`src/rtl/mux_sched_pkg.sv`:
```
// Shared constants, state type and index-to-one-hot helper for the 5-channel
// round-robin mux scheduler (optional lock feature: MUX_SCHED_LOCK_EN).
package mux_sched_pkg;

    localparam int         N_CH     = 5;
    localparam logic [2:0] SEL_IDLE = 3'd7;

    typedef enum logic {
        IDLE  = 1'b0,
        GRANT = 1'b1
    } state_t;

    function automatic logic [N_CH-1:0] idx_to_onehot(input logic [2:0] idx);
        logic [N_CH-1:0] oh;
        oh = '0;
        for (int i = 0; i < N_CH; i++) begin
            oh[i] = (idx == 3'(i));
        end
        return oh;
    endfunction

endpackage

```
`src/rtl/rr_pick5.sv`:
```
// Combinational round-robin picker: first asserted request after last_ptr,
// wrapping mod 5, so the previous owner ranks lowest.
module rr_pick5
    import mux_sched_pkg::*;
(
    input  logic [N_CH-1:0] req,
    input  logic [2:0]      last_ptr,
    output logic            found,
    output logic [2:0]      win_idx
);

    logic [2:0] idx;

    // NOTE: every output of a combinational block gets a default first so no latch is inferred.
    always_comb begin
        found   = 1'b0;
        win_idx = 3'd0;
        idx     = 3'd0;
        // Scan farthest-first so the nearest requester after last_ptr overwrites the result.
        for (int k = N_CH; k >= 1; k--) begin
            idx = 3'((int'(last_ptr) + k) % N_CH);
            if (req[idx]) begin
                found   = 1'b1;
                win_idx = idx;
            end
        end
    end

endmodule

```
`src/rtl/mux5_rr_sched.sv`:
```
// Round-robin time-slot scheduler driving the select of a 5:1 one-bit mux.
// Define MUX_SCHED_LOCK_EN to add the lock input that extends the current grant.
module mux5_rr_sched
    import mux_sched_pkg::*;
#(
    parameter int SLOT_W = 4
) (
    input  logic              clk,
    input  logic              rst,
    input  logic              en,
    input  logic [N_CH-1:0]   req,
    input  logic [SLOT_W-1:0] slot_len,
`ifdef MUX_SCHED_LOCK_EN
    input  logic              lock,
`endif
    output logic [N_CH-1:0]   gnt,
    output logic [2:0]        select,
    output logic              sel_valid
);

    state_t            state_q, state_d;
    logic [2:0]        last_ptr_q, last_ptr_d;
    logic [SLOT_W-1:0] cnt_q, cnt_d;
    logic [N_CH-1:0]   gnt_q, gnt_d;
    logic [2:0]        sel_q, sel_d;

    logic              found;
    logic [2:0]        win_idx;
    logic              owner_req;
    logic              lock_hold;
    logic              slot_end;
    logic [SLOT_W-1:0] slot_load;

    rr_pick5 u_pick (
        .req      (req),
        .last_ptr (last_ptr_q),
        .found    (found),
        .win_idx  (win_idx)
    );

    // last_ptr always names the current owner while a grant is active.
    assign owner_req = req[last_ptr_q];
    assign slot_load = (slot_len == '0) ? SLOT_W'(1) : slot_len;

`ifdef MUX_SCHED_LOCK_EN
    assign lock_hold = lock & owner_req;
`else
    assign lock_hold = 1'b0;
`endif

    always_comb begin
        state_d    = state_q;
        last_ptr_d = last_ptr_q;
        cnt_d      = cnt_q;
        gnt_d      = gnt_q;
        sel_d      = sel_q;
        slot_end   = 1'b0;

        if (!en) begin
            state_d = IDLE;
            gnt_d   = '0;
            sel_d   = SEL_IDLE;
        end else begin
            if (state_q == GRANT) begin
                slot_end = !owner_req || ((cnt_q == SLOT_W'(1)) && !lock_hold);
                if (!slot_end) begin
                    // Saturate at 1 so a held lock keeps the slot open indefinitely.
                    cnt_d = (cnt_q > SLOT_W'(1)) ? cnt_q - SLOT_W'(1) : cnt_q;
                end
            end
            if ((state_q == IDLE) || slot_end) begin
                if (found) begin
                    state_d    = GRANT;
                    last_ptr_d = win_idx;
                    cnt_d      = slot_load;
                    gnt_d      = idx_to_onehot(win_idx);
                    sel_d      = win_idx;
                end else begin
                    state_d = IDLE;
                    gnt_d   = '0;
                    sel_d   = SEL_IDLE;
                end
            end
        end
    end

    // NOTE: sequential state is updated with non-blocking assignments only.
    always_ff @(posedge clk) begin
        if (rst) begin
            state_q    <= IDLE;
            last_ptr_q <= 3'(N_CH - 1);
            cnt_q      <= '0;
            gnt_q      <= '0;
            sel_q      <= SEL_IDLE;
        end else begin
            state_q    <= state_d;
            last_ptr_q <= last_ptr_d;
            cnt_q      <= cnt_d;
            gnt_q      <= gnt_d;
            sel_q      <= sel_d;
        end
    end

    assign gnt       = gnt_q;
    assign select    = sel_q;
    assign sel_valid = |gnt_q;

endmodule

```
`config.mk`:
```
export PLATFORM = sky130hd
export DESIGN_NAME = mux5_rr_sched
export DESIGN_NICKNAME = d
export VERILOG_FILES = /design/src/rtl/mux_sched_pkg.sv /design/src/rtl/rr_pick5.sv /design/src/rtl/mux5_rr_sched.sv
export SDC_FILE = /design/constraint.sdc
export NUM_CORES = 1
export LEC_CHECK = 0
export ABC_AREA = 1
export ABC_CLOCK_PERIOD_IN_PS = 5500
export BUFFER_PORTS_ARGS = -buffer_cell sky130_fd_sc_hd__buf_2
export CELL_PAD_IN_SITES_DETAIL_PLACEMENT = 0
export CELL_PAD_IN_SITES_GLOBAL_PLACEMENT = 1
export CORE_MARGIN = 1.5
export CORE_UTILIZATION = 40
export CTS_CLUSTER_DIAMETER = 30
export CTS_CLUSTER_SIZE = 10
export DETAILED_ROUTE_END_ITERATION = 6
export PLACE_DENSITY = 0.8
export SLEW_MARGIN = 10
export SYNTH_ARGS = -nofsm -noshare
export SYNTH_HDL_FRONTEND = slang
export SYNTH_SLANG_ARGS = --single-unit
```
`constraint.sdc`:
```
create_clock -name clk -period 5.5 [get_ports clk]
set_input_delay 0 -clock clk [delete_from_list [all_inputs] [get_ports clk]]
set_output_delay 0 -clock clk [all_outputs]
set_load 0.02 [all_outputs]
```
Yosys cells after proc, flatten, opt, wreduce, memory -nomap -nowiden
Cells that the tools add are included.
{"block": "word_totals", "register_bits": 16, "out_inout_bits": 9}
{"block": "op_classes", "magnitude_cmp": 7, "n_eq_ne": 5, "muxes": 33, "n_div": 5, "reduce_logical": 8, "bitwise_logic": 2, "n_addsub": 6}
{"operator": "32-bit by 4-bit modulo with 32-bit output (second input constant)", "n": 5}
{"operator": "3-bit by 4-bit less-than comparator with 1-bit output (second input constant)", "n": 6}
{"operator": "4-bit 2-to-1 mux", "n": 6}
{"operator": "1-bit binary-select mux with 3-bit select", "n": 6}
{"operator": "3-bit 2-to-1 mux", "n": 6}
{"operator": "1-bit 2-to-1 mux", "n": 14}
{"operator": "3-bit by 2-bit adder with 4-bit output (second input constant)", "n": 2}
{"operator": "3-bit by 3-bit adder with 4-bit output (second input constant)", "n": 2}
{"operator": "3-bit by 2-bit equality test with 1-bit output (second input constant)", "n": 2}
{"operator": "5-bit 2-to-1 mux", "n": 1}
{"operator": "5-bit OR reduction", "n": 1}
{"operator": "3-bit by 1-bit adder with 4-bit output (second input constant)", "n": 1}
{"operator": "4-bit by 1-bit equality test with 1-bit output (second input constant)", "n": 1}
{"operator": "4-bit by 1-bit > comparator with 1-bit output (second input constant)", "n": 1}
{"operator": "4-bit logical NOT", "n": 1}
{"operator": "4-bit by 1-bit subtractor with 4-bit output (second input constant)", "n": 1}
{"operator": "3-bit by 1-bit equality test with 1-bit output (second input constant)", "n": 1}
{"operator": "3-bit equality test (second input constant)", "n": 1}
{"operator": "3-bit logical NOT", "n": 1}
{"operator": "3-bit AND reduction", "n": 1}
{"operator": "1-bit logical OR", "n": 2}
{"operator": "1-bit NOT", "n": 2}
{"operator": "2-bit OR reduction", "n": 1}
{"operator": "1-bit logical NOT", "n": 1}

Longest topological paths before layout
{"block": "logic_depth", "ltp_word": 11, "mapped_depth": 32}

Cells and area by module
A second synthesis with hierarchy kept.
{"block": "unflattened", "cells_unflattened": 401, "hier_area_um2": 2516.2}
{"mod": "rr_pick5", "area_each_um2": 1645.3, "seq_area_each_um2": 0.0, "cells_per_inst": 270, "n_inst": 1}
{"mod": "mux5_rr_sched", "area_each_um2": 870.8, "seq_area_each_um2": 320.3, "cells_per_inst": 131, "n_inst": 1}

Least setup slack after synthesis
No wires, ideal clock.
{"block": "synth_path", "path_type": "flip-flop to flip-flop", "start": "reg last_ptr_q[0]", "end": "reg last_ptr_q[1]", "path_stages_with_launch": 28, "t_required_ps": 5384, "n_path_buf": 2, "arrival_ps": 3958, "synth_period_minus_slack_ps": 4074, "path_slack_ps": 1426, "setup_ps": 116, "path_cell_list": "dfxtp_1 > buf_4 > buf_2 > inv_1 > ha_1 > inv_2 > ha_1 > nor2_1 > nand3_1 > nand2_1 > xor2_1 > ha_1 > inv_1 > or2_2 > nand3_1 > nand2_1 > nand2_1 > nand3_1 > nand3_1 > nand2_1 > nand2_1 > nand2_1 > nor2_2 > nand2_4 > nand2_8 > nor2_8 > o211ai_1 > inv_1"}
{"block": "synth_via", "elab_chain_len": 10}
{"item": "start, declared", "line": "mux5_rr_sched.sv:22", "rtl": "logic [2:0] last_ptr_q, last_ptr_d;"}
{"item": "start signal, assigned", "line": "mux5_rr_sched.sv:91", "rtl": "last_ptr_q <= 3'(N_CH - 1);"}
{"item": "start signal, assigned", "line": "mux5_rr_sched.sv:97", "rtl": "last_ptr_q <= last_ptr_d;"}
{"item": "3-bit by 3-bit adder with 4-bit output", "line": "rr_pick5.sv:21", "rtl": "idx = 3'((int'(last_ptr) + k) % N_CH);"}
{"item": "32-bit by 4-bit modulo with 32-bit output", "line": "rr_pick5.sv:21"}
{"item": "1-bit binary-select mux with 3-bit select", "line": "rr_pick5.sv:22", "rtl": "if (req[idx]) begin"}
{"item": "1-bit 2-to-1 mux (not written as such)", "line": "rr_pick5.sv:22"}
{"item": "1-bit 2-to-1 mux (5 in series)", "line": "rr_pick5.sv:22"}
{"item": "3-bit AND reduction (no line)"}
Several ways; a longest one is shown, not always the timed one. The select of a mux whose other input is x is not followed.
A chain may end at the register's enable or synchronous reset.

Worst setup path in the final report
{"block": "layout_path", "start": "reg last_ptr_q[1]", "end": "reg gnt_q[0] (netlist: gnt[0])"}
{"block": "layout_via", "elab_chain_len": 11}
{"item": "3-bit by 3-bit adder with 4-bit output", "line": "rr_pick5.sv:21"}
{"item": "32-bit by 4-bit modulo with 32-bit output", "line": "rr_pick5.sv:21"}
{"item": "1-bit binary-select mux with 3-bit select", "line": "rr_pick5.sv:22"}
{"item": "1-bit 2-to-1 mux (not written as such)", "line": "rr_pick5.sv:22"}
{"item": "3-bit 2-to-1 mux (5 in series)", "line": "rr_pick5.sv:22"}
{"item": "3-bit logical NOT", "line": "mux_sched_pkg.sv:17", "rtl": "oh[i] = (idx == 3'(i));"}
{"item": "5-bit 2-to-1 mux", "line": "mux5_rr_sched.sv:72", "rtl": "if (found) begin"}
{"item": "end signal, assigned", "line": "mux5_rr_sched.sv:99", "rtl": "gnt_q <= gnt_d;"}
{"item": "end, declared", "line": "mux5_rr_sched.sv:24", "rtl": "logic [N_CH-1:0] gnt_q, gnt_d;"}
Several ways; a longest one is shown, not always the timed one. The select of a mux whose other input is x is not followed.

==> run metrics <==
Req. time, crit path 5.67 ns; Buf/Inv on CP 4; crit path max fanout 10; clk_lat worst skew 0.24 ns; Crit Path Class reg -> reg; slowest stage delay, CP 0.59 ns; gpl congestion 0.8403; Post-Route WL 5.870 mm; cts hold-fix bufs 1; H-tree levels 1; Cells after Synth 399; max_cap viols 0; placed wire-length estimate 4.914 mm; antenna cells 0; most frequent CP cell nand2_1; Critical-path top delay cell ha_1; Avg WL per Cell 11.91 um; outcome completed; DR iter-0 viols 87; Die Y 80.88 um; Worst slew margin 62.16%; Die ar. 6542 sq um; Root Buffer clkbuf_8; vias in the first global route 2320; GR Overflow Total 0; Worst Hold Class in -> reg; CTS Buf Count 3; final setup violation count 0; Synth Register Bits 16; IO buf count 20; Clock transition at path regs 0.06 ns; DP Area 2591 sq um; Tcrit/Tclk final 83.09%; syn_nets 439; RSZ-0062 raised after global routing false; endpoints failing hold 0; Tightest Pin Transition 0.5668 ns; first-pass GRT wire length 10.23 mm; mapped cell area 2426 sq um; Layout Skew 0.001616 ns; # IOs 21; WP data arrival 4.74 ns; pin count of the biggest net entering global routing 23; remaining antenna violation count 0; Achievable Freq 218.8 MHz; Sinks on Clock Net 16; initial antenna violation count 0; CP delay by family, top simple AND/OR/NAND/NOR gates; min cycle time layout 4.570 ns; Post-CTS Setup Inserts 0; CP startpoint kind register; num rows 28; drt via density 4.992; DR vias 2461; filler cell count 640; nets 460; Final Cell Area 2643 sq um; dominant synthesized flop cell dfxtp_1; Post-synth ARST share 0%; Post-synth EDFFs 0; Starting Density 41.22%; Layout Area Growth over Synthesis 8.922%; Setup crit end kind register; CTS tree yes; layout cells sized above 1 14.83%; register area share after synthesis 13.20%; max-slew violations 0; yosys warns 0; number of gates resized after CTS 0; die width 80.88 um; Post-route DRC 0; setup TNS 0 ns; All-Layer GR Usage 19.37%; Core ar. 5886 sq um; drt pass-1 iters 4; Netlist cell types 39; Synth Area per Inst 6.080 sq um; CTS max path bufs 2
==> worst paths after layout <==
kind | from | endpoint | slack, ns | cells after the start
max | last_ptr_q[1] | gnt[0] | 0.93 | 26
min | en | cnt_q[3] | 0.08 | 3
max reg2reg | last_ptr_q[1] | gnt[0] | 0.93 | 26
min reg2reg | gnt[3] | gnt[3] | 0.48 | 2
==> cell type report <==
| cell class | instances | area [sq um] | area share [%] |
|---|---|---|---|
| multi-input cells | 319 | 1847 | 69.89 |
| flip-flops and latches | 16 | 320.3 | 12.12 |
| inverters | 58 | 222.7 | 8.428 |
| repair buffers | 22 | 117.6 | 4.451 |
| well taps | 75 | 93.84 | 3.551 |
| clock buffers | 3 | 41.29 | 1.563 |
==> tightest hold or removal path: stages <==
cell	delay, ns
buf_2	0.13
nand3_1	0.09
a21oi_1	0.05
==> sequential cells by signal (all words and copies together), names as in the netlist <==
name        flops
select          3
cnt_q           4
state_q         1
gnt             5
last_ptr_q      3
==> per-stage QoR <==
stage	std cells	setup WS (ns)	hold slack, ns	utilization, %
6_report	493	0.9303	0.07630	44.90
5_1_grt	493	0.2950	0.08646	44.90
4_1_cts	493	0.9329	0.07267	44.90
3_5_place_dp	489	0.9890	0.2445	44.03
3_3_place_gp	489	1.136	0.2455	44.03
2_1_floorplan	399	1.426	0.06907	-
==> kinds of logic after synthesis <==
logic type,after synthesis,share of synthesized area [%]
xor+xnor,10,4.384
buf+inv,64,10.68
compound gates,50,11.86
fa+ha+maj,28,14.44
simple gates,231,45.44
flops,16,13.20
==> placed cells by master, fill, tap and decap left out, types with 2 or more instances in the layout <==
cell type / count
o211ai_1: 2
nand2_4: 4
inv_1: 53
o21ai_0: 13
xor2_1: 6
or2_2: 3
ha_1: 28
nor2_2: 2
a31oi_1: 2
nor3_1: 2
nand4_1: 4
buf_2: 20
a21oi_1: 18
nor2_1: 18
o21ai_1: 7
dfxtp_1: 16
inv_2: 3
a21oi_2: 3
clkbuf_8: 3
nand2_1: 117
nand2_2: 13
o21ai_2: 3
nand3b_1: 3
xnor2_1: 3
and2_1: 2
nand3_1: 57
==> per-layer routing <==
metal,GRT usage (%),part of all wire (%),vias to the layer above
li1,-,-,1325
met1,23.68,49,1109
met2,37.17,49,21
met4,3.276,0.90,0
met3,1.236,1.7,6
met5,0,0,-
==> Yosys cell counts (3+ instances only) <==
| library cell | n | area share [%] |
|---|---|---|
| a21oi_1 | 18 | 3.7 |
| a21oi_2 | 3 | 1.1 |
| dfxtp_1 | 16 | 13 |
| ha_1 | 28 | 14 |
| inv_1 | 53 | 8.2 |
| inv_2 | 3 | 0.46 |
| nand2_1 | 117 | 18 |
| nand2_2 | 13 | 3.4 |
| nand2_4 | 4 | 1.9 |
| nand3_1 | 57 | 12 |
| nand3b_1 | 3 | 0.93 |
| nand4_1 | 4 | 1.0 |
| nor2_1 | 18 | 2.8 |
| o21ai_0 | 13 | 2.7 |
| o21ai_1 | 7 | 1.4 |
| o21ai_2 | 3 | 1.1 |
| or2_2 | 3 | 0.77 |
| xnor2_1 | 3 | 1.1 |
| xor2_1 | 6 | 2.2 |
Power is left out: the tool's default activity adds up to more than one toggle a clock period on the data nets, which glitch-free logic cannot reach.
